File: src/rtl/core_pkg.sv
// core_pkg: shared types for the multi-cycle core stage sequencer.
//   stage_e     - stage indices; also the bit position of each stage in the
//                 one-hot stage_active strobe
//   NUM_STAGES  - width of the stage strobe
//   ctrl_op_e   - kind of instruction sequence currently being run
//   CAUSE_*     - trap cause codes latched into fault_num
//   stage_onehot() - stage index to one-hot strobe
package core_pkg;

  typedef enum logic [2:0] {
    STG_FETCH      = 3'd0,
    STG_DECODE     = 3'd1,
    STG_READ       = 3'd2,
    STG_EXECUTE    = 3'd3,
    STG_MEMORY     = 3'd4,
    STG_WRITE_BACK = 3'd5,
    STG_UPDATE_PC  = 3'd6
  } stage_e;

  localparam int NUM_STAGES = 7;

  typedef enum logic [1:0] {
    CTRL_TRAP      = 2'b00,
    CTRL_INTERRUPT = 2'b01,
    CTRL_NORMAL    = 2'b11
  } ctrl_op_e;

  localparam logic [2:0] CAUSE_FETCH_ACCESS   = 3'd1;
  localparam logic [2:0] CAUSE_ILLEGAL        = 3'd2;
  localparam logic [2:0] CAUSE_LOAD_MISALIGN  = 3'd4;
  localparam logic [2:0] CAUSE_LOAD_ACCESS    = 3'd5;
  localparam logic [2:0] CAUSE_STORE_MISALIGN = 3'd6;
  localparam logic [2:0] CAUSE_STORE_ACCESS   = 3'd7;

  function automatic logic [NUM_STAGES-1:0] stage_onehot(input stage_e s);
    return NUM_STAGES'(1) << s;
  endfunction

endpackage

File: src/rtl/irq_priority_encoder.sv
// irq_priority_encoder: fixed-priority arbiter over the interrupt lines.
// Index 0 is the highest priority, so the lowest set index wins.
// Ports:
//   req_i    in  NUM_IRQ  level-sensitive requests
//   valid_o  out 1        at least one request is set
//   idx_o    out IDW      lowest set index (0 when none is set)
module irq_priority_encoder #(
  parameter int NUM_IRQ = 2
) (
  input  logic [NUM_IRQ-1:0]          req_i,
  output logic                        valid_o,
  output logic [$clog2(NUM_IRQ):0]    idx_o
);

  localparam int IDW = $clog2(NUM_IRQ) + 1;

  always_comb begin
    valid_o = |req_i;
    idx_o   = '0;
    // Scan from the top down so the lowest set index is the last write.
    for (int i = NUM_IRQ - 1; i >= 0; i--) begin
      if (req_i[i]) idx_o = IDW'(i);
    end
  end

endmodule

File: src/rtl/core_sequencer.sv
// core_sequencer: stage FSM of the multi-cycle core.
// Walks FETCH -> DECODE -> [READ] -> EXECUTE -> [MEMORY] -> WRITE_BACK ->
// UPDATE_PC, holds FETCH/MEMORY on the memory handshake (with an optional
// timeout), turns sampled faults into trap sequences, halts on a double fault
// and takes prioritised interrupts at UPDATE_PC.
//
// Optional feature: define CORE_SEQ_WFI_EN to enable the SLEEP state entered
// after a WFI instruction; without it WFI retires as a NOP.
//
// Ports:
//   clk, reset        clock, synchronous active-high reset
//   stage_active      one-hot stage strobe (core_pkg::stage_e); 0 in SLEEP/HALT
//   control_op        NORMAL / TRAP / INTERRUPT sequence in progress
//   fault_num         latched trap cause
//   irq_id            latched index of the interrupt being taken
//   has_read/has_mem  decode flags selecting the optional READ/MEMORY stages
//   mem_req/mem_ready memory request and its completion handshake
//   illegal_fault, mem_addr_fault, mem_access_fault, mem_is_store  fault inputs
//   irq_pending, irq_global_en  interrupt requests and global enable
//   wfi_req           current instruction is WFI
//   retire            one-cycle pulse at UPDATE_PC of a NORMAL sequence
//   halted            sticky double-fault indication
//   dbg_state_o       raw FSM state for debug and checkers
//
// Handshake: a FETCH (NORMAL sequence) or MEMORY stage asserts mem_req and
// stays put until a cycle in which mem_ready=1; the stage completes on that
// clock edge. mem_ready outside those stages is ignored.
module core_sequencer
  import core_pkg::*;
#(
  parameter int NUM_IRQ     = 2,
  parameter int MEM_TIMEOUT = 16
) (
  input  logic                       clk,
  input  logic                       reset,
  output logic [NUM_STAGES-1:0]      stage_active,
  output logic [1:0]                 control_op,
  output logic [2:0]                 fault_num,
  output logic [$clog2(NUM_IRQ):0]   irq_id,
  input  logic                       has_read,
  input  logic                       has_mem,
  output logic                       mem_req,
  input  logic                       mem_ready,
  input  logic                       illegal_fault,
  input  logic                       mem_addr_fault,
  input  logic                       mem_access_fault,
  input  logic                       mem_is_store,
  input  logic [NUM_IRQ-1:0]         irq_pending,
  input  logic                       irq_global_en,
  input  logic                       wfi_req,
  output logic                       retire,
  output logic                       halted,
  output logic [3:0]                 dbg_state_o
);

  localparam int IDW       = $clog2(NUM_IRQ) + 1;
  localparam int CW        = (MEM_TIMEOUT > 1) ? $clog2(MEM_TIMEOUT) : 1;
  localparam int TO_LAST_I = (MEM_TIMEOUT > 0) ? MEM_TIMEOUT - 1 : 0;
  localparam logic [CW-1:0] TO_LAST = CW'(TO_LAST_I);
  localparam bit   TO_EN   = (MEM_TIMEOUT > 0);

  // State codes 0..6 coincide with stage_e so the strobe decodes directly.
  localparam logic [3:0] S_FETCH      = 4'd0;
  localparam logic [3:0] S_DECODE     = 4'd1;
  localparam logic [3:0] S_READ       = 4'd2;
  localparam logic [3:0] S_EXECUTE    = 4'd3;
  localparam logic [3:0] S_MEMORY     = 4'd4;
  localparam logic [3:0] S_WRITE_BACK = 4'd5;
  localparam logic [3:0] S_UPDATE_PC  = 4'd6;
`ifdef CORE_SEQ_WFI_EN
  localparam logic [3:0] S_SLEEP      = 4'd7;
`endif
  localparam logic [3:0] S_HALT       = 4'd8;

  logic [3:0]     state_q, state_d;
  logic [1:0]     ctrl_q, ctrl_d;
  logic [2:0]     fault_q, fault_d;
  logic [IDW-1:0] irq_id_q, irq_id_d;
  logic           halted_q, halted_d;
  logic [CW-1:0]  cnt_q, cnt_d;

  logic           irq_valid;
  logic [IDW-1:0] irq_idx;
  logic           irq_take;
  logic           timeout_hit;
  logic           fault_hit;
  logic [2:0]     cause;
  logic           hold;
  logic [2:0]     mem_cause_access;
  logic [2:0]     mem_cause_misalign;

`ifdef CORE_SEQ_WFI_EN
  logic wfi_q, wfi_d;
`else
  logic unused_wfi;
  assign unused_wfi = wfi_req;
`endif

  irq_priority_encoder #(.NUM_IRQ(NUM_IRQ)) u_irq_enc (
    .req_i   (irq_pending),
    .valid_o (irq_valid),
    .idx_o   (irq_idx)
  );

  assign irq_take           = irq_global_en & irq_valid;
  assign timeout_hit        = TO_EN && (cnt_q == TO_LAST);
  assign mem_cause_access   = mem_is_store ? CAUSE_STORE_ACCESS : CAUSE_LOAD_ACCESS;
  assign mem_cause_misalign = mem_is_store ? CAUSE_STORE_MISALIGN : CAUSE_LOAD_MISALIGN;

  always_comb begin
    state_d   = state_q;
    ctrl_d    = ctrl_q;
    fault_d   = fault_q;
    irq_id_d  = irq_id_q;
    halted_d  = halted_q;
    fault_hit = 1'b0;
    cause     = '0;
    hold      = 1'b0;
`ifdef CORE_SEQ_WFI_EN
    wfi_d     = wfi_q;
`endif

    case (state_q)
      S_FETCH: begin
        if (ctrl_q == CTRL_NORMAL) begin
          if (mem_ready) begin
            if (mem_access_fault) begin
              fault_hit = 1'b1;
              cause     = CAUSE_FETCH_ACCESS;
            end else begin
              state_d = S_DECODE;
            end
          end else if (timeout_hit) begin
            fault_hit = 1'b1;
            cause     = CAUSE_FETCH_ACCESS;
          end else begin
            hold = 1'b1;
          end
        end else begin
          // Trap/interrupt entry: the datapath injects ECALL, no bus fetch.
          state_d = S_DECODE;
        end
      end

      S_DECODE: begin
        // Decode flags come straight from the decoder and are used on the
        // DECODE exit edge to choose the next stage.
        if (illegal_fault) begin
          fault_hit = 1'b1;
          cause     = CAUSE_ILLEGAL;
        end else begin
          state_d = has_read ? S_READ : S_EXECUTE;
        end
      end

      S_READ: state_d = S_EXECUTE;

      S_EXECUTE: begin
`ifdef CORE_SEQ_WFI_EN
        wfi_d = wfi_req;
`endif
        if (illegal_fault) begin
          fault_hit = 1'b1;
          cause     = CAUSE_ILLEGAL;
        end else begin
          state_d = has_mem ? S_MEMORY : S_WRITE_BACK;
        end
      end

      S_MEMORY: begin
        // Misalignment is known up front and outranks the bus response.
        if (mem_addr_fault) begin
          fault_hit = 1'b1;
          cause     = mem_cause_misalign;
        end else if (mem_ready) begin
          if (mem_access_fault) begin
            fault_hit = 1'b1;
            cause     = mem_cause_access;
          end else begin
            state_d = S_WRITE_BACK;
          end
        end else if (timeout_hit) begin
          fault_hit = 1'b1;
          cause     = mem_cause_access;
        end else begin
          hold = 1'b1;
        end
      end

      S_WRITE_BACK: state_d = S_UPDATE_PC;

      S_UPDATE_PC: begin
        state_d = S_FETCH;
        if (irq_take) begin
          ctrl_d   = CTRL_INTERRUPT;
          irq_id_d = irq_idx;
        end else begin
          ctrl_d = CTRL_NORMAL;
        end
`ifdef CORE_SEQ_WFI_EN
        // Arbitration is deferred to wake-up when the instruction was WFI.
        if (wfi_q) begin
          state_d  = S_SLEEP;
          ctrl_d   = CTRL_NORMAL;
          irq_id_d = irq_id_q;
        end
        wfi_d = 1'b0;
`endif
      end

`ifdef CORE_SEQ_WFI_EN
      S_SLEEP: begin
        // Any pending line wakes the core, even with interrupts disabled.
        if (irq_valid) begin
          state_d = S_FETCH;
          if (irq_take) begin
            ctrl_d   = CTRL_INTERRUPT;
            irq_id_d = irq_idx;
          end else begin
            ctrl_d = CTRL_NORMAL;
          end
        end
      end
`endif

      S_HALT: state_d = S_HALT;

      default: state_d = S_FETCH;
    endcase

    if (fault_hit) begin
`ifdef CORE_SEQ_WFI_EN
      wfi_d = 1'b0;
`endif
      if (ctrl_q == CTRL_NORMAL) begin
        state_d = S_FETCH;
        ctrl_d  = CTRL_TRAP;
        fault_d = cause;
      end else begin
        // Fault inside a trap/interrupt sequence: double fault.
        state_d  = S_HALT;
        halted_d = 1'b1;
      end
    end
  end

  // Wait counter only advances while a stage is held on the handshake and
  // clears on any exit from that stage.
  assign cnt_d = (TO_EN && hold) ? cnt_q + CW'(1) : '0;

  always_ff @(posedge clk) begin
    if (reset) begin
      state_q  <= S_FETCH;
      ctrl_q   <= CTRL_NORMAL;
      fault_q  <= '0;
      irq_id_q <= '0;
      halted_q <= 1'b0;
      cnt_q    <= '0;
`ifdef CORE_SEQ_WFI_EN
      wfi_q    <= 1'b0;
`endif
    end else begin
      state_q  <= state_d;
      ctrl_q   <= ctrl_d;
      fault_q  <= fault_d;
      irq_id_q <= irq_id_d;
      halted_q <= halted_d;
      cnt_q    <= cnt_d;
`ifdef CORE_SEQ_WFI_EN
      wfi_q    <= wfi_d;
`endif
    end
  end

  always_comb begin
    stage_active = '0;
    if (state_q <= S_UPDATE_PC) stage_active = stage_onehot(stage_e'(state_q[2:0]));
  end

  assign mem_req     = ((state_q == S_FETCH) && (ctrl_q == CTRL_NORMAL)) || (state_q == S_MEMORY);
  assign retire      = (state_q == S_UPDATE_PC) && (ctrl_q == CTRL_NORMAL);
  assign control_op  = ctrl_q;
  assign fault_num   = fault_q;
  assign irq_id      = irq_id_q;
  assign halted      = halted_q;
  assign dbg_state_o = state_q;

endmodule

File: config.mk
export PLATFORM = sky130hd
export DESIGN_NAME = core_sequencer
export DESIGN_NICKNAME = d
export VERILOG_FILES = /design/src/rtl/core_pkg.sv /design/src/rtl/irq_priority_encoder.sv /design/src/rtl/core_sequencer.sv
export SDC_FILE = /design/constraint.sdc
export NUM_CORES = 1
export LEC_CHECK = 0
export BUFFER_PORTS_ARGS = -buffer_cell sky130_fd_sc_hd__buf_2
export CORE_MARGIN = 5
export CORE_UTILIZATION = 35
export DETAILED_ROUTE_END_ITERATION = 12
export MAX_ROUTING_LAYER = met4
export PLACE_DENSITY = 0.61
export SYNTH_ARGS = -nofsm -noshare
export SYNTH_HDL_FRONTEND = slang
export SYNTH_SLANG_ARGS = --single-unit
export TNS_END_PERCENT = 5
File: constraint.sdc
create_clock -name clk -period 3.3 [get_ports clk]
set_clock_uncertainty 0.15 [all_clocks]
set_input_delay 0.165 -clock clk [delete_from_list [all_inputs] [get_ports clk]]
set_output_delay 0.165 -clock clk [all_outputs]
set_load 0.005 [all_outputs]
==> metrics <==
Cells after Synth 102; WS Path Type flip-flop to flip-flop; Routed Antenna Nets 0; dpl ws 1391 ps; crit path capture type flip-flop; sequential power share 40.1%; Sink Count 15; Comb power frac 44.4%; CTS Buffer Depth 2; HP Class primary input to flip-flop; GPL Wtd Cong 0.8350; largest net degree at the start of global routing 15; hold slack 67.15 ps; RSZ-0062 raised after global routing false; WP buf/inv 1; count of cell types in the netlist 42; initial antenna violation count 0; max-slew violations 0; IO Pins 34; Final nets 147; Core ar. 2410 um^2; CP delay by family, top flip-flops; part of the Yosys area used for sequential elements 35.04%; CP peak stage delay 590 ps; Die Footprint 3538 um^2; CP Max Fanout 13; yosys warns 0; Pre-antenna DRT Iters 4; Inserted Diodes 0; number of buffers created by CTS 3; worst vdd ir 299.5 uV; final core occ 43.87%; DRC Markers 0; vias in the first global route 746; PwrDens 631.9 nW/um^2; Clk pwr share 15.5%; I/O Buffers 31; Vias 806; crit path max-delay cell type dfxtp_1; Avg Cell Area, Syn 8.403 um^2; Total Wirelength 2068 um; Tcrit/Tclk final 66.04%; NetSw 0.2643 mW; Setup-failing EPs final 0; Fin Setup TNS 0 ps; Post-synth ARST share 0%; # resized after CTS 0; first-pass GRT wire length 3111 um; Worst-Skew Late Latency 280 ps; H-tree depth 1; row count 18; crit path time final 2179 ps; Clock transition at path regs 90 ps; EDFF count, synth 0; Internal 0.4039 mW; status complete, no violations; Avg WL per Cell 12.77 um; CP required 3370 ps; Initial Util 35.57%; Synth Flop Type dfxtp_1; die width 59.49 um; Cell Area, Synth 857.1 um^2; crit path DAT 2250 ps; Post-CTS Setup Inserts 0; Fillers 254; GR Layer Usage met2 17.47%; hpwl dp 1548 um; Sw Ratio 39.55%; CTS tree built; Final Hold Vio Count 0; most used routing layer met2; GR Util met1 15.68%; Synth-to-Final Area Change 23.36%; Synth Register Bits 15; First DRT Iteration DRCs 25; die height 59.49 um; Via-to-Cell Ratio 4.975; met3 Use GR 1.961%; total track usage 11.58%; cell breakdown of the critical path nand2_1 > nor3_2 > a31oi_1 > a311oi_1 > dlygate4sd3_1; crit start category flip-flop; final setup margin 1121 ps; GRT overflow 0; syn_nets 116; leakage 0.4882 nW; Max Cap Viol 0; FMAX 458.9 MHz; layout cell share with drive strength beyond 1 31.06%; root buffer cell clkbuf_4
[area by class of cell]
class | count | area [um^2] | area share, %
timing repair buffer | 33 | 175.2 | 16.57
sequential | 15 | 300.3 | 28.40
clock buffer | 4 | 26.28 | 2.485
inverter | 6 | 22.52 | 2.130
tap | 30 | 37.54 | 3.550
multi-input combinational | 74 | 495.5 | 46.86
[power by group through the flow]
stage	logic [mW]	clock network, mW	registers [mW]
after floorplan	0.236	0	0.243
after global placement	0.296	0	0.269
after detailed placement	0.300	0	0.271
after CTS	0.302	0.106	0.267
after global routing	0.329	0.114	0.277
final	0.297	0.104	0.268
[cell usage in the layout (no fill, tap or decap), drive strengths merged, types with 2 or more instances in the layout]
cell and n:
a211oi 3, a21oi 7, a31oi 2, buf 31
clkbuf 4, dfxtp 15, dlygate4sd3 2, inv 6
mux2i 5, nand2 6, nand2b 4, nand3 3
nor2 9, nor3 5, nor4 3, o21a 2
o21ai 2, o21bai 2, or2 2, or3 2
[cells in the mapped netlist, types with 2 or more instances]
cell type  instances  area (um^2)
a211oi_1           2        15.01
a21oi_1            6        30.03
a31oi_1            2        12.51
buf_2              4        20.02
buf_4              2        15.01
dfxtp_1           15        300.3
inv_1              6        22.52
mux2i_1            5        50.05
nand2_1            6        22.52
nand2b_1           4        25.02
nand3_1            3        15.01
nor2_1             9        33.78
nor3_1             4        20.02
nor4_1             3        18.77
o21a_1             2        15.01
or2_2              2        12.51
or3_1              2        12.51
[registers in the layout, indices dropped and copies added, names as in the netlist]
name,cells
cnt_q,4
dbg_state_o,4
fault_num,3
control_op,2
halted,1
irq_id,1
[final timing paths]
| path | cells past startpoint | endpoint | slack [ps] | startpoint |
|---|---|---|---|---|
| min reg2reg | 2 | halted | 300 | halted |
| max | 5 | irq_id[0] | 1120 | dbg_state_o[2] |
| max reg2reg | 5 | irq_id[0] | 1120 | dbg_state_o[2] |
| min | 2 | dbg_state_o[3] | 70 | reset |
[worst reg2reg max path, delay by kind of cell (launching register included)]
family	cells	cell delay, ps
DFF	1	590
AOI/OAI and AO/OA	2	390
buffers and inverters	1	570
and+or+nand+nor	2	420
[stage by stage]
stage               instance area (um^2)  cells  total power [mW]
floorplan                          857.1    102            0.4789
global placement                    1011    156            0.5658
detailed placement                  1011    156            0.5712
CTS                                 1057    162            0.6751
global route                        1057    162            0.7201
finish                              1057    162            0.6681
[cells by family (layout without fill, tap and decap cells)]
family | Yosys count | after routing | share of synthesized area [%]
simple gates | 42 | 42 | 28.03
compound gates | 23 | 23 | 20.00
flops | 15 | 15 | 35.04
buf+inv | 13 | 43 | 7.152
mux | 5 | 5 | 5.840
xor+xnor | 2 | 2 | 2.044
fa+ha+maj | 1 | 1 | 1.460
other cells | 1 | 1 | 0.4375
[timing repair]
item / CTS / global route
endpoints found under the hold margin: 1 / 0
hold buffers: 2 / 0
endpoints found under the setup margin: 0 / 0
[per-layer routing]
layer,routed length (um),vias up
li1,-,422
met1,991,361
met2,948,21
met3,121,2
met4,6,0
met5,0,-
Power figures use the tool's default switching activity.
